$ cat config.mk
export PLATFORM = sky130hd
export DESIGN_NAME = hazard_ctrl_mp
export DESIGN_NICKNAME = d
export VERILOG_FILES = /design/src/rtl/hazard_ctrl_mp.sv
export SDC_FILE = /design/constraint.sdc
export NUM_CORES = 1
export LEC_CHECK = 0
export ABC_AREA = 1
export CAP_MARGIN = 10
export CORE_AREA = 2 2 67 69
export DETAILED_ROUTE_END_ITERATION = 10
export DIE_AREA = 0 0 69 71
export HOLD_SLACK_MARGIN = 0.08
export MAX_ROUTING_LAYER = met4
export PLACE_DENSITY = 0.52
export SLEW_MARGIN = 20
export SYNTH_ARGS = -nofsm -noshare
export SYNTH_HDL_FRONTEND = slang
export SYNTH_SLANG_ARGS = --single-unit
export TNS_END_PERCENT = 5
$ cat constraint.sdc
create_clock -name CLK -period 1.92 [get_ports CLK]
set_input_delay 0.288 -clock CLK [delete_from_list [all_inputs] [get_ports CLK]]
set_output_delay 0.288 -clock CLK [all_outputs]
set_load 0.02 [all_outputs]
$ cat src/rtl/hazard_ctrl_mp.sv
// hazard_ctrl_mp: per-stage ENABLE/STALL/FLUSH control for the 5-stage core with N memory ports.
// Ports: CLK/RSTn (sync, active-low), EN, mem_busy_i/mem_req_o/pend_o (per port), branch/ex_busy/load-use inputs,
//        stage_ctrl_o (2 bits per stage, 0=PC_REG..4=MEM_WB; 0=ENABLE 1=STALL 2=FLUSH), timeout_o; HU_PERF_CNT_EN adds perf_*_o.
module hazard_ctrl_mp #(
  parameter int NUM_MEM_PORTS = 2,
  parameter int REG_AW        = 5,
  parameter int BR_FLUSH_N    = 1,
  parameter int TIMEOUT_CYC   = 1024
) (
  input  logic                     CLK,
  input  logic                     RSTn,
  input  logic                     EN,
  input  logic [NUM_MEM_PORTS-1:0] mem_busy_i,
  output logic [NUM_MEM_PORTS-1:0] mem_req_o,
  input  logic                     branch_taken_i,
  input  logic                     ex_busy_i,
  input  logic                     ld_en_i,
  input  logic [REG_AW-1:0]        ld_rd_i,
  input  logic [REG_AW-1:0]        rs1_i,
  input  logic [REG_AW-1:0]        rs2_i,
  input  logic                     rs1_used_i,
  input  logic                     rs2_used_i,
  output logic [9:0]               stage_ctrl_o,
  output logic [NUM_MEM_PORTS-1:0] pend_o,
  output logic                     timeout_o
`ifdef HU_PERF_CNT_EN
  ,
  output logic [31:0]              perf_stall_o,
  output logic [31:0]              perf_bubble_o,
  output logic [31:0]              perf_flush_o
`endif
);

  localparam logic [1:0] ENABLE = 2'd0;
  localparam logic [1:0] STALL  = 2'd1;
  localparam logic [1:0] FLUSH  = 2'd2;

  localparam int CW = $clog2(TIMEOUT_CYC + 1);
  localparam logic [CW-1:0] CNT_MAX = CW'(TIMEOUT_CYC);
  // Flag is registered, so it is armed one wait cycle early to be visible
  // during the TIMEOUT_CYC-th wait cycle.
  localparam logic [CW-1:0] CNT_SET = CW'(TIMEOUT_CYC - 1);

  typedef enum logic {RUN = 1'b0, MEM_WAIT = 1'b1} state_t;

  state_t                   state_q, state_d;
  logic [NUM_MEM_PORTS-1:0] pend_q, pend_d;
  logic [CW-1:0]            cnt_q, cnt_d;
  logic                     timeout_q, timeout_d;
  logic [4:0][1:0]          ctrl;
  logic                     any_busy;
  logic                     load_use;

  assign any_busy = |mem_busy_i;
  assign load_use = ld_en_i && (ld_rd_i != '0) &&
                    ((rs1_used_i && (rs1_i == ld_rd_i)) ||
                     (rs2_used_i && (rs2_i == ld_rd_i)));

  // State register
  always_ff @(posedge CLK) begin
    if (!RSTn) begin
      state_q   <= RUN;
      pend_q    <= '0;
      cnt_q     <= '0;
      timeout_q <= 1'b0;
    end else begin
      state_q   <= state_d;
      pend_q    <= pend_d;
      cnt_q     <= cnt_d;
      timeout_q <= timeout_d;
    end
  end

  // Next-state logic
  always_comb begin
    state_d   = state_q;
    pend_d    = pend_q;
    cnt_d     = cnt_q;
    timeout_d = timeout_q;
    if (EN) begin
      case (state_q)
        RUN: begin
          if (any_busy) begin
            state_d = MEM_WAIT;
            pend_d  = mem_busy_i;
            cnt_d   = '0;
          end
        end
        MEM_WAIT: begin
          if (any_busy) begin
            pend_d = pend_q | mem_busy_i;
            if (cnt_q != CNT_MAX) cnt_d = cnt_q + CW'(1);
            if (cnt_d >= CNT_SET) timeout_d = 1'b1;
          end else begin
            state_d = RUN;
            pend_d  = '0;
            cnt_d   = '0;
          end
        end
        default: state_d = RUN;
      endcase
    end
  end

  // Output logic. With no port busy the normal decode applies in either
  // state, so the release cycle of a wait already issues fresh control.
  always_comb begin
    ctrl      = {5{ENABLE}};
    mem_req_o = '1;
    if (!EN) begin
      ctrl      = {5{STALL}};
      mem_req_o = '0;
    end else if (any_busy) begin
      ctrl = {5{STALL}};
      // Requests fire on the first busy cycle only; while waiting they are held off.
      if (state_q == MEM_WAIT) mem_req_o = '0;
    end else if (ex_busy_i) begin
      ctrl[0] = STALL;
      ctrl[1] = STALL;
      ctrl[2] = STALL;
      ctrl[3] = FLUSH;
    end else if (load_use) begin
      ctrl[0] = STALL;
      ctrl[1] = STALL;
      ctrl[2] = FLUSH;
    end else if (branch_taken_i) begin
      ctrl[1] = FLUSH;
      if (BR_FLUSH_N == 2) ctrl[2] = FLUSH;
    end
  end

  assign stage_ctrl_o = ctrl;
  assign pend_o       = pend_q;
  assign timeout_o    = timeout_q;

`ifdef HU_PERF_CNT_EN
  logic [31:0] perf_stall_q, perf_bubble_q, perf_flush_q;
  logic        bubble_ev, flush_ev;

  assign bubble_ev = !any_busy && (ex_busy_i || load_use);
  assign flush_ev  = !any_busy && !ex_busy_i && !load_use && branch_taken_i;

  always_ff @(posedge CLK) begin
    if (!RSTn) begin
      perf_stall_q  <= '0;
      perf_bubble_q <= '0;
      perf_flush_q  <= '0;
    end else if (EN) begin
      if (ctrl[0] == STALL) perf_stall_q <= perf_stall_q + 32'd1;
      if (bubble_ev)        perf_bubble_q <= perf_bubble_q + 32'd1;
      if (flush_ev)         perf_flush_q <= perf_flush_q + 32'd1;
    end
  end

  assign perf_stall_o  = perf_stall_q;
  assign perf_bubble_o = perf_bubble_q;
  assign perf_flush_o  = perf_flush_q;
`endif

endmodule

## Word-level counts from Yosys, hierarchy flattened

Cells that the tools add are included.

- Bits in read-only memories: 0
- Memories kept: 0
- Register bits after elaboration: 15
- Bits of input ports: 25
- Word-level logic and storage cells: 44
- Memory bits (writable): 0
- Latch bits: 0

- Magnitude comparators: 1
- Add/sub/neg operators: 1
- Divide/modulo/power cells: 0
- Reduce and logical (&&, ||, !) cells: 9
- Multiplexer cells: 23
- Equality and inequality tests: 4
- Multipliers: 0
- Bitwise logic cells: 2
- Shifts and indexed selects: 0

Operators by type and width:

| kind | number |
|---|---|
| 11-bit two-way mux | 6 |
| 11-bit case mux with 2 select lines | 1 |
| 2-bit two-way mux | 9 |
| 11-bit by 1-bit adder with 11-bit output (second input constant) | 1 |
| 11-bit by 10-bit greater-or-equal comparator with 1-bit output (second input constant) | 1 |
| 11-bit inequality test (second input constant) | 1 |
| 5-bit equality test | 2 |
| 9-bit two-way mux | 1 |
| 8-bit two-way mux | 1 |
| 6-bit two-way mux | 1 |
| 5-bit nonzero test | 1 |
| 1-bit logical AND | 4 |
| 2-bit case mux with 2 select lines | 1 |
| 4-bit AND reduction | 1 |
| 1-bit two-way mux | 3 |
| 2-bit inequality test (second input constant) | 1 |
| 2-bit OR | 1 |
| 2-bit AND reduction | 1 |
| 2-bit OR reduction | 1 |
| 1-bit logical OR | 1 |
| 1-bit inverter | 1 |

## Longest topological paths before layout

Gate-level depths: netlist of run 1.

- Word-level depth: 8
- Depth in mapped cells: 11
- Mapped depth without buffers: 11

## Worst setup path before layout of run 1

Ideal clock, no wire load.

- Kind: input to output
- From: in mem_busy_i[0]
- To: out stage_ctrl_o[3]
- Cell stages on the path: 7
- Buffers on the path: 0
- Slack: 0.240 ns
- Data arrival time: 1.392 ns
- Cells stage by stage: nor2_1 -> inv_1 -> nor2_1 -> inv_1 -> nor2_1 -> nand2_1 -> nor2_1

- Word-level cells in the longest chain between the ends: 3

RTL lines:

| element | RTL line | text |
|---|---|---|
| from (decl) | 13 | `input logic [NUM_MEM_PORTS-1:0] mem_busy_i,` |
| 2-bit OR reduction | 54 | `assign any_busy = \|mem_busy_i;` |
| 8-bit two-way mux | 113 | `end else if (any_busy) begin` |
| 9-bit two-way mux | 110 | `if (!EN) begin` |
| to (decl) | 23 | `output logic [9:0] stage_ctrl_o,` |

Every way passes these cells.

## Worst setup path after layout of run 1

- From: in mem_busy_i[1]
- To: out mem_req_o[1]

- Word-level cells in the longest chain between the ends: 3

RTL lines:

| element | RTL line | text |
|---|---|---|
| 2-bit OR reduction | 54 |  |
| 2-bit two-way mux | 113 |  |
| 2-bit two-way mux | 110 |  |
| to (decl) | 14 | `output logic [NUM_MEM_PORTS-1:0] mem_req_o,` |

Every way passes these cells.

==> impl_results.html, run 1 <==
<table>
<tr><th>Metric</th><th>Value</th></tr>
<tr><th colspan="2">Outcome</th></tr>
<tr><td>Outcome</td><td>finished, final reports clean</td></tr>
<tr><th colspan="2">GRT</th></tr>
<tr><td>Pin count of the biggest net entering global routing</td><td>15</td></tr>
<tr><td>Global-route wire length before repair</td><td>~5400 µm</td></tr>
<tr><td>Vias in the first global route</td><td>between 1k and 1.5k</td></tr>
<tr><td>Global-route congestion overflow total</td><td>0</td></tr>
<tr><td>Number of antenna violations at the first check in global routing</td><td>0</td></tr>
<tr><td>Total routing usage reported by global routing</td><td>13.8%</td></tr>
<tr><th colspan="2">CTS</th></tr>
<tr><td>CTS clock-pin slew for the worst setup and hold paths</td><td>roughly 70 ps</td></tr>
<tr><td>Clock root cell</td><td>sky130_fd_sc_hd__clkbuf_8</td></tr>
<tr><td>CTS tree</td><td>done</td></tr>
<tr><td>Clock insertion delay at the later pin of the skew report</td><td>about 250 ps</td></tr>
<tr><td>Depth of the CTS H-tree</td><td>1</td></tr>
<tr><td>Total of hold buffers inserted after clock tree synthesis</td><td>0</td></tr>
<tr><td>Number of buffers inserted during clock tree synthesis</td><td>3</td></tr>
<tr><td>CTS Buffer Depth</td><td>2</td></tr>
<tr><td>Total number of clock tree sinks</td><td>15</td></tr>
<tr><th colspan="2">Cells and area</th></tr>
<tr><td>Count of non-filler cells in the finished layout</td><td>roughly 300</td></tr>
<tr><td>Number of antenna cells inserted</td><td>0</td></tr>
<tr><td>Top library cells by usage in the layout, fill and taps aside</td><td>sky130_fd_sc_hd__nand2_1, sky130_fd_sc_hd__inv_1, sky130_fd_sc_hd__buf_4</td></tr>
<tr><td>Layout cells sized above 1</td><td>a little under a quarter</td></tr>
<tr><td>Most common cell after layout, fill and taps aside</td><td>sky130_fd_sc_hd__nand2_1</td></tr>
<tr><td>Nets@finish</td><td>276</td></tr>
<tr><td>Area growth syn-to-layout</td><td>48.5%</td></tr>
<tr><th colspan="2">STA</th></tr>
<tr><td>Clock Skews</td><td>2.35 ps</td></tr>
<tr><td>Period utilisation layout</td><td>96.6%</td></tr>
<tr><td>Hold_ws</td><td>465 ps</td></tr>
<tr><td>RSZ-0062 raised after global routing</td><td>yes</td></tr>
<tr><td>Timing-limited maximum frequency</td><td>0.539 GHz</td></tr>
<tr><td>Number of endpoints failing setup at the final stage</td><td>0</td></tr>
<tr><td>Final Hold Fails</td><td>0</td></tr>
<tr><td>Minimum clock period</td><td>1850 ps</td></tr>
<tr><td>Total count of max-transition violations in the final report</td><td>0</td></tr>
<tr><th colspan="2">Power</th></tr>
<tr><td>Power density normalized to cell area</td><td>431 nW/µm²</td></tr>
<tr><td>Reported leakage power</td><td>0.848 nW</td></tr>
<tr><td>IR drop worst, VDD</td><td>443 µV</td></tr>
<tr><th colspan="2">Flow run</th></tr>
<tr><td>Count of max-cap constraint violations</td><td>0</td></tr>
<tr><th colspan="2">Route</th></tr>
<tr><td>Wire per inst</td><td>10.6 µm</td></tr>
<tr><td>Final ANT Viol Nets</td><td>0</td></tr>
<tr><td>Drt via density</td><td>4.41</td></tr>
<tr><td>Total vias in the final route</td><td>1320</td></tr>
<tr><td>Number of remaining DRC errors</td><td>0</td></tr>
<tr><td>Total wirelength of the detailed-routed design</td><td>between 3000 and 4000 µm</td></tr>
<tr><td>Pre-antenna DRT Iters</td><td>4</td></tr>
<tr><td>Detailed Route Iter0 Violations</td><td>between 60 and 70</td></tr>
<tr><th colspan="2">Synth</th></tr>
<tr><td>Count of unique library cells instantiated by Yosys</td><td>32</td></tr>
<tr><td>Cell count after synthesis</td><td>198</td></tr>
<tr><td>Yosys warns</td><td>0</td></tr>
<tr><td>FF+latch count, synth</td><td>15</td></tr>
<tr><td>Post-Syn Area</td><td>1220 µm²</td></tr>
<tr><td>Share of synthesized area occupied by flip-flops and latches</td><td>24.5%</td></tr>
<tr><td>Synthesized area per cell</td><td>6.19 µm²</td></tr>
<tr><th colspan="2">Critical path</th></tr>
<tr><td>Worst path slowest cell</td><td>sky130_fd_sc_hd__clkdlybuf4s50_1</td></tr>
<tr><td>Startpoint kind of the worst setup timing path</td><td>input port</td></tr>
<tr><td>Cell-by-cell listing of the critical path</td><td>clkdlybuf4s50_1, nor2_2, inv_1, buf_4, a21oi_1, dlygate4sd2_1</td></tr>
<tr><td>Crit path kind</td><td>input port to output port</td></tr>
<tr><td>Data required time at the worst endpoint</td><td>around 1600 ps</td></tr>
<tr><td>Peak per-stage delay on the critical path</td><td>430 ps</td></tr>
<tr><td>Category of the worst setup path capture point</td><td>output port</td></tr>
<tr><td>Arr. time, crit path</td><td>1570 ps</td></tr>
<tr><td>Biggest fanout along the worst timing path</td><td>2</td></tr>
<tr><td>Setup slack of the worst register-to-register path</td><td>between 200 and 300 ps</td></tr>
<tr><th colspan="2">Floorplanning</th></tr>
<tr><td>Die ar.</td><td>a little under 5000 µm²</td></tr>
<tr><td>Starting Density</td><td>slightly below 30%</td></tr>
<tr><td>Total I/O pin count</td><td>40</td></tr>
<tr><td>Number of standard-cell rows in the floorplan</td><td>24</td></tr>
<tr><td>Die boundary width</td><td>69 µm</td></tr>
<tr><td>Core ar.</td><td>4200 µm²</td></tr>
<tr><td>Die Span Y</td><td>71 µm</td></tr>
<tr><th colspan="2">Placed design</th></tr>
<tr><td>Hpwl dp</td><td>2450 µm</td></tr>
<tr><td>Gpl congestion</td><td>0.808</td></tr>
<tr><td>Buffers added on ports</td><td>37</td></tr>
<tr><td>Dpl cells</td><td>295</td></tr>
<tr><th colspan="2">Hold path</th></tr>
<tr><td>Worst hold path class</td><td>register to register</td></tr>
</table>
==> critical path, delay by kind of cell <==
kind,cells,cell delay [ps]
compound gates,1,160
buf+inv,4,980
simple gates,1,130
==> logic make-up (layout without fill, tap and decap cells) <==
| kind of cell | Yosys count | after routing | share of synthesized area (%) |
|---|---|---|---|
| buffers and inverters | 36 | 84 | 14.2 |
| XOR/XNOR | 8 | 8 | 5.72 |
| flip-flops | 15 | 15 | 24.5 |
| AO/OA/AOI/OAI | 27 | 27 | 13.5 |
| adder cells (fa/ha/maj) | 3 | 3 | 3.06 |
| AND/OR/NAND/NOR | 108 | 108 | 38.7 |
| other | 1 | 2 | 0.306 |
==> worst paths after layout <==
check / startpoint / endpoint / depth (start not counted)
max: mem_busy_i[1] / mem_req_o[1] / 6
min: pend_o[0] / pend_o[0] / 2
max reg2reg: cnt_q[1] / timeout_o / 9
min reg2reg: pend_o[0] / pend_o[0] / 2
==> layer usage <==
metal / up-vias / track usage (%) / part of all wire [%]
met5: - / - / 0
met1: 577 / 17.0 / 48
met3: 2 / 3.13 / 3.9
li1: 714 / - / -
met2: 27 / 23.7 / 48
met4: 0 / 1.96 / 0.28
==> state kept, by name (all words and copies together) (netlist names) <==
signal,count
pend_o,2
state_q,1
cnt_q,11
timeout_o,1
==> what timing repair did <==
item | 4_1_cts | 5_1_grt
pin swaps | 2 | 8
resized for setup | 19 | 36
buffers inserted | 0 | 0
setup endpoints to repair | 10 | 8
==> cell usage after synthesis <==
cell type	n	area share, %
sky130_fd_sc_hd__nand3b_1	2	1.2
sky130_fd_sc_hd__conb_1	1	0.31
sky130_fd_sc_hd__a211oi_1	2	1.2
sky130_fd_sc_hd__inv_1	24	7.4
sky130_fd_sc_hd__nor2_4	1	0.92
sky130_fd_sc_hd__nor3_1	1	0.41
sky130_fd_sc_hd__ha_1	3	3.1
sky130_fd_sc_hd__xor2_1	4	2.9
sky130_fd_sc_hd__nor2_2	7	3.6
sky130_fd_sc_hd__buf_6	1	0.92
sky130_fd_sc_hd__nand4_1	2	1.0
sky130_fd_sc_hd__a21oi_2	2	1.4
sky130_fd_sc_hd__o21bai_1	1	0.61
sky130_fd_sc_hd__a21oi_1	15	6.1
sky130_fd_sc_hd__buf_4	6	3.7
sky130_fd_sc_hd__o22ai_1	1	0.51
sky130_fd_sc_hd__nand2_2	1	0.51
sky130_fd_sc_hd__nor3b_1	1	0.61
sky130_fd_sc_hd__nand2_1	61	19
sky130_fd_sc_hd__a2bb2oi_1	1	0.72
sky130_fd_sc_hd__nor2_1	18	5.5
sky130_fd_sc_hd__nand3_1	12	4.9
sky130_fd_sc_hd__inv_2	4	1.2
sky130_fd_sc_hd__dlymetal6s2s_1	1	1.0
sky130_fd_sc_hd__or2_2	1	0.51
sky130_fd_sc_hd__o21a_1	1	0.61
sky130_fd_sc_hd__nand3_2	1	0.82
sky130_fd_sc_hd__o21ai_2	1	0.72
sky130_fd_sc_hd__o41ai_1	1	0.72
sky130_fd_sc_hd__o21ai_0	2	0.82
sky130_fd_sc_hd__xnor2_1	4	2.9
sky130_fd_sc_hd__dfxtp_1	15	25
==> power by group <==
| part | switching [W] | internal [W] | leakage [nW] |
|---|---|---|---|
| sequential | 0.00000488 | 0.000317 | 0.122 |
| combinational | 0.0000923 | 0.000100 | 0.704 |
| clock | 0.000123 | 0.000146 | 0.0217 |
==> through the flow <==
stage	TNS (ps)	power (W)	setup slack, ps	area [µm²]	utilization, %
after floorplan	0	0.000415	240	1230	-
after global placement	-3240	0.000516	-526	1710	40.6
after detailed placement	-3310	0.000516	-547	1710	40.6
after CTS	-596	0.000784	-218	1750	41.6
after global routing	-62.4	0.000828	-31.5	1820	43.3
final	0	0.000783	65.2	1820	43.3
==> area by class of cell <==
type | count | area [µm²]
fill | 461 | 2380
multi-input combinational | 148 | 810
timing repair buffer | 52 | 490
sequential | 15 | 300
inverter | 28 | 105
tap | 52 | 65.1
clock buffer | 3 | 41.3
clock inverter | 1 | 7.51
Note: power is estimated with default switching activity, not from simulation.
==> run 2, diff against run 1 <==
--- a/config.mk
+++ b/config.mk
@@ -8,6 +8,7 @@
 export ABC_AREA = 1
 export CAP_MARGIN = 10
 export CORE_AREA = 2 2 67 69
+export CTS_CLUSTER_DIAMETER = 40
 export DETAILED_ROUTE_END_ITERATION = 10
 export DIE_AREA = 0 0 69 71
 export HOLD_SLACK_MARGIN = 0.08
==> results of run 2 <==
Final layout, timing and power as in run 1 (identical DEF).
==> run 3, diff against run 2 <==
--- a/config.mk
+++ b/config.mk
@@ -6,16 +6,13 @@
 export NUM_CORES = 1
 export LEC_CHECK = 0
 export ABC_AREA = 1
-export CAP_MARGIN = 10
 export CORE_AREA = 2 2 67 69
 export CTS_CLUSTER_DIAMETER = 40
 export DETAILED_ROUTE_END_ITERATION = 10
 export DIE_AREA = 0 0 69 71
 export HOLD_SLACK_MARGIN = 0.08
-export MAX_ROUTING_LAYER = met4
 export PLACE_DENSITY = 0.52
 export SLEW_MARGIN = 20
 export SYNTH_ARGS = -nofsm -noshare
 export SYNTH_HDL_FRONTEND = slang
 export SYNTH_SLANG_ARGS = --single-unit
-export TNS_END_PERCENT = 5
==> run 3 against run 2 <==
Effect of this change:
- worst hold slack got worse by 1.4 ps
- routed wire length is 1.2% higher
- critical path depth grew 3
- clock power hardly changed
- flip-flop and latch count did not move
- core utilization about the same
- non-clock buffer count is 1 higher
==> impl_results.html, run 3 (synthesis results as in run 1) <==
<table>
<tr><th>Metric</th><th>Value</th></tr>
<tr><th colspan="2">Outcome</th></tr>
<tr><td>Outcome</td><td>finished, final reports clean</td></tr>
<tr><th colspan="2">Route</th></tr>
<tr><td>Final ANT Viol Nets</td><td>0</td></tr>
<tr><td>Drt via density</td><td>4.42</td></tr>
<tr><td>Wire per inst</td><td>10.7 µm</td></tr>
<tr><td>Total vias in the final route</td><td>1327</td></tr>
<tr><td>Total wirelength of the detailed-routed design</td><td>3220 µm</td></tr>
<tr><td>Detailed Route Iter0 Violations</td><td>66</td></tr>
<tr><td>Number of remaining DRC errors</td><td>0</td></tr>
<tr><td>Pre-antenna DRT Iters</td><td>4</td></tr>
<tr><th colspan="2">Cells and area</th></tr>
<tr><td>Most common cell after layout, fill and taps aside</td><td>sky130_fd_sc_hd__nand2_1</td></tr>
<tr><td>Count of non-filler cells in the finished layout</td><td>300</td></tr>
<tr><td>Number of antenna cells inserted</td><td>0</td></tr>
<tr><td>Largest Register</td><td>cnt_q</td></tr>
<tr><td>Top library cells by usage in the layout, fill and taps aside</td><td>sky130_fd_sc_hd__nand2_1, sky130_fd_sc_hd__inv_1, sky130_fd_sc_hd__buf_4</td></tr>
<tr><td>Area growth syn-to-layout</td><td>48.6%</td></tr>
<tr><td>Max FFs per register</td><td>11</td></tr>
<tr><td>Final design instance area without fill</td><td>between 1500 and 2000 µm²</td></tr>
<tr><td>Nets@finish</td><td>277</td></tr>
<tr><td>Layout cells sized above 1</td><td>approximately a quarter</td></tr>
<tr><th colspan="2">STA</th></tr>
<tr><td>Minimum clock period</td><td>1820 ps</td></tr>
<tr><td>Clock Skews</td><td>0.824 ps</td></tr>
<tr><td>Final Hold Fails</td><td>0</td></tr>
<tr><td>Number of endpoints failing setup at the final stage</td><td>0</td></tr>
<tr><td>Worst Setup Slack, final</td><td>a little under 100 ps</td></tr>
<tr><td>Period utilisation layout</td><td>about 95%</td></tr>
<tr><td>Total negative slack</td><td>0 ps</td></tr>
<tr><td>Total count of max-transition violations in the final report</td><td>0</td></tr>
<tr><td>Timing-limited maximum frequency</td><td>about 0.55 GHz</td></tr>
<tr><th colspan="2">Critical path</th></tr>
<tr><td>Crit path kind</td><td>input port to output port</td></tr>
<tr><td>Worst-case reg-to-reg path depth</td><td>9</td></tr>
<tr><td>Peak per-stage delay on the critical path</td><td>430 ps</td></tr>
<tr><td>Worst path slowest cell</td><td>sky130_fd_sc_hd__clkdlybuf4s50_1</td></tr>
<tr><td>Biggest fanout along the worst timing path</td><td>2</td></tr>
<tr><td>Capturing point of the worst reg2reg path</td><td>timeout_o</td></tr>
<tr><td>Data required time at the worst endpoint</td><td>1630 ps</td></tr>
<tr><td>Worst r2r src</td><td>cnt_q[1]</td></tr>
<tr><td>Arr. time, crit path</td><td>1530 ps</td></tr>
<tr><td>Cell-by-cell listing of the critical path</td><td>clkdlybuf4s50_1, nor2_2, inv_1, nor2_2, inv_1, nor2_2, inv_1, buf_4, buf_4</td></tr>
<tr><td>Setup slack of the worst register-to-register path</td><td>280 ps</td></tr>
<tr><td>Startpoint kind of the worst setup timing path</td><td>input port</td></tr>
<tr><td>Category of the worst setup path capture point</td><td>output port</td></tr>
<tr><th colspan="2">Hold path</th></tr>
<tr><td>Hold endpoint</td><td>pend_o[0]</td></tr>
<tr><td>Worst min-delay path startpoint</td><td>pend_o[0]</td></tr>
<tr><td>Worst hold path class</td><td>register to register</td></tr>
<tr><td>Hold path cells</td><td>2</td></tr>
<tr><th colspan="2">Floorplanning</th></tr>
<tr><td>Number of standard-cell rows in the floorplan</td><td>24</td></tr>
<tr><td>Die boundary width</td><td>69 µm</td></tr>
<tr><td>Die ar.</td><td>slightly below 5000 µm²</td></tr>
<tr><td>Total I/O pin count</td><td>40</td></tr>
<tr><td>Die Span Y</td><td>roughly 71 µm</td></tr>
<tr><td>Core ar.</td><td>4200 µm²</td></tr>
<tr><td>Starting Density</td><td>29.1%</td></tr>
<tr><th colspan="2">GRT</th></tr>
<tr><td>Total routing usage reported by global routing</td><td>13.4%</td></tr>
<tr><td>Global-route congestion overflow total</td><td>0</td></tr>
<tr><td>Vias in the first global route</td><td>1236</td></tr>
<tr><td>Number of antenna violations at the first check in global routing</td><td>0</td></tr>
<tr><td>Pin count of the biggest net entering global routing</td><td>15</td></tr>
<tr><td>Global-route wire length before repair</td><td>5420 µm</td></tr>
<tr><th colspan="2">Flow run</th></tr>
<tr><td>Count of max-cap constraint violations</td><td>0</td></tr>
<tr><th colspan="2">CTS</th></tr>
<tr><td>Total number of clock tree sinks</td><td>15</td></tr>
<tr><td>CTS tree</td><td>done</td></tr>
<tr><td>CTS Buffer Depth</td><td>2</td></tr>
<tr><td>CTS clock-pin slew for the worst setup and hold paths</td><td>70 ps</td></tr>
<tr><td>Number of buffers inserted during clock tree synthesis</td><td>3</td></tr>
<tr><td>Total of hold buffers inserted after clock tree synthesis</td><td>0</td></tr>
<tr><td>Clock root cell</td><td>sky130_fd_sc_hd__clkbuf_8</td></tr>
<tr><td>Clock insertion delay at the later pin of the skew report</td><td>250 ps</td></tr>
<tr><td>Depth of the CTS H-tree</td><td>1</td></tr>
<tr><th colspan="2">Placed design</th></tr>
<tr><td>Gpl congestion</td><td>0.796</td></tr>
<tr><td>Worst Setup Slack post-DPL</td><td>-547 ps</td></tr>
<tr><td>Dpl cells</td><td>about 300</td></tr>
<tr><td>Buffers added on ports</td><td>37</td></tr>
<tr><td>Area post-placement</td><td>1710 µm²</td></tr>
<tr><td>Hpwl dp</td><td>2450 µm</td></tr>
<tr><th colspan="2">Power</th></tr>
<tr><td>Tot Pwr</td><td>0.000782 W</td></tr>
<tr><td>Reported leakage power</td><td>0.851 nW</td></tr>
<tr><td>Power density normalized to cell area</td><td>429 nW/µm²</td></tr>
<tr><td>IR drop worst, VDD</td><td>438 µV</td></tr>
</table>
## run 3: worst max-delay path by stage
stage	startpoint	endpoint	slack, ps	cells after the start
floorplan	mem_busy_i[0]	stage_ctrl_o[3]	240	7
global placement	ld_rd_i[0]	stage_ctrl_o[3]	-530	11
detailed placement	ld_rd_i[0]	stage_ctrl_o[3]	-550	11
CTS	ld_rd_i[0]	stage_ctrl_o[3]	-80	11
global route	rs1_i[0]	stage_ctrl_o[5]	-10	8
finish	mem_busy_i[1]	stage_ctrl_o[4]	100	9
## run 3: metal layers
layer | GRT usage (%) | vias to the layer above | part of all wire (%)
met5 | 0 | - | 0
met2 | 23.9 | 27 | 49
met4 | 1.96 | 0 | 0.34
li1 | - | 716 | -
met3 | 3.13 | 2 | 3.9
met1 | 16.8 | 582 | 46
## run 3: where the power goes
group	switching (W)	total (W)	internal [W]
Clock	0.000121	0.000267	0.000146
Combinational	0.0000927	0.000193	0.000101
Sequential	0.00000484	0.000322	0.000317
Total	0.000218	0.000782	0.000563
## run 3: worst max-delay path, delay by kind of cell
family	cells	cell delay, ps
buf+inv	6	900
simple gates	3	340
## run 3: layout make-up
type                    count  area (µm²)
fillers                   461        2380
multi-input cells         148         806
repair buffers             53         495
flip-flops and latches     15         300
inverters                  28         105
well taps                  52        65.1
clock buffers               3        41.3
clock inverters             1        7.51
## run 3: repair_timing
| item | in CTS | in global routing |
|---|---|---|
| setup buffers | 1 | 0 |
| cloned | 0 | 0 |
| setup endpoints to repair | 10 | 7 |
| pin swaps | 2 | 10 |
| gates resized for setup | 35 | 28 |
## run 3: per-stage QoR
stage          hold WS (ps)  util (%)
2_1_floorplan           406         -
3_3_place_gp            457      40.6
3_5_place_dp            453      40.6
4_1_cts                 466      41.9
5_1_grt                 485      43.3
6_report                464      43.3
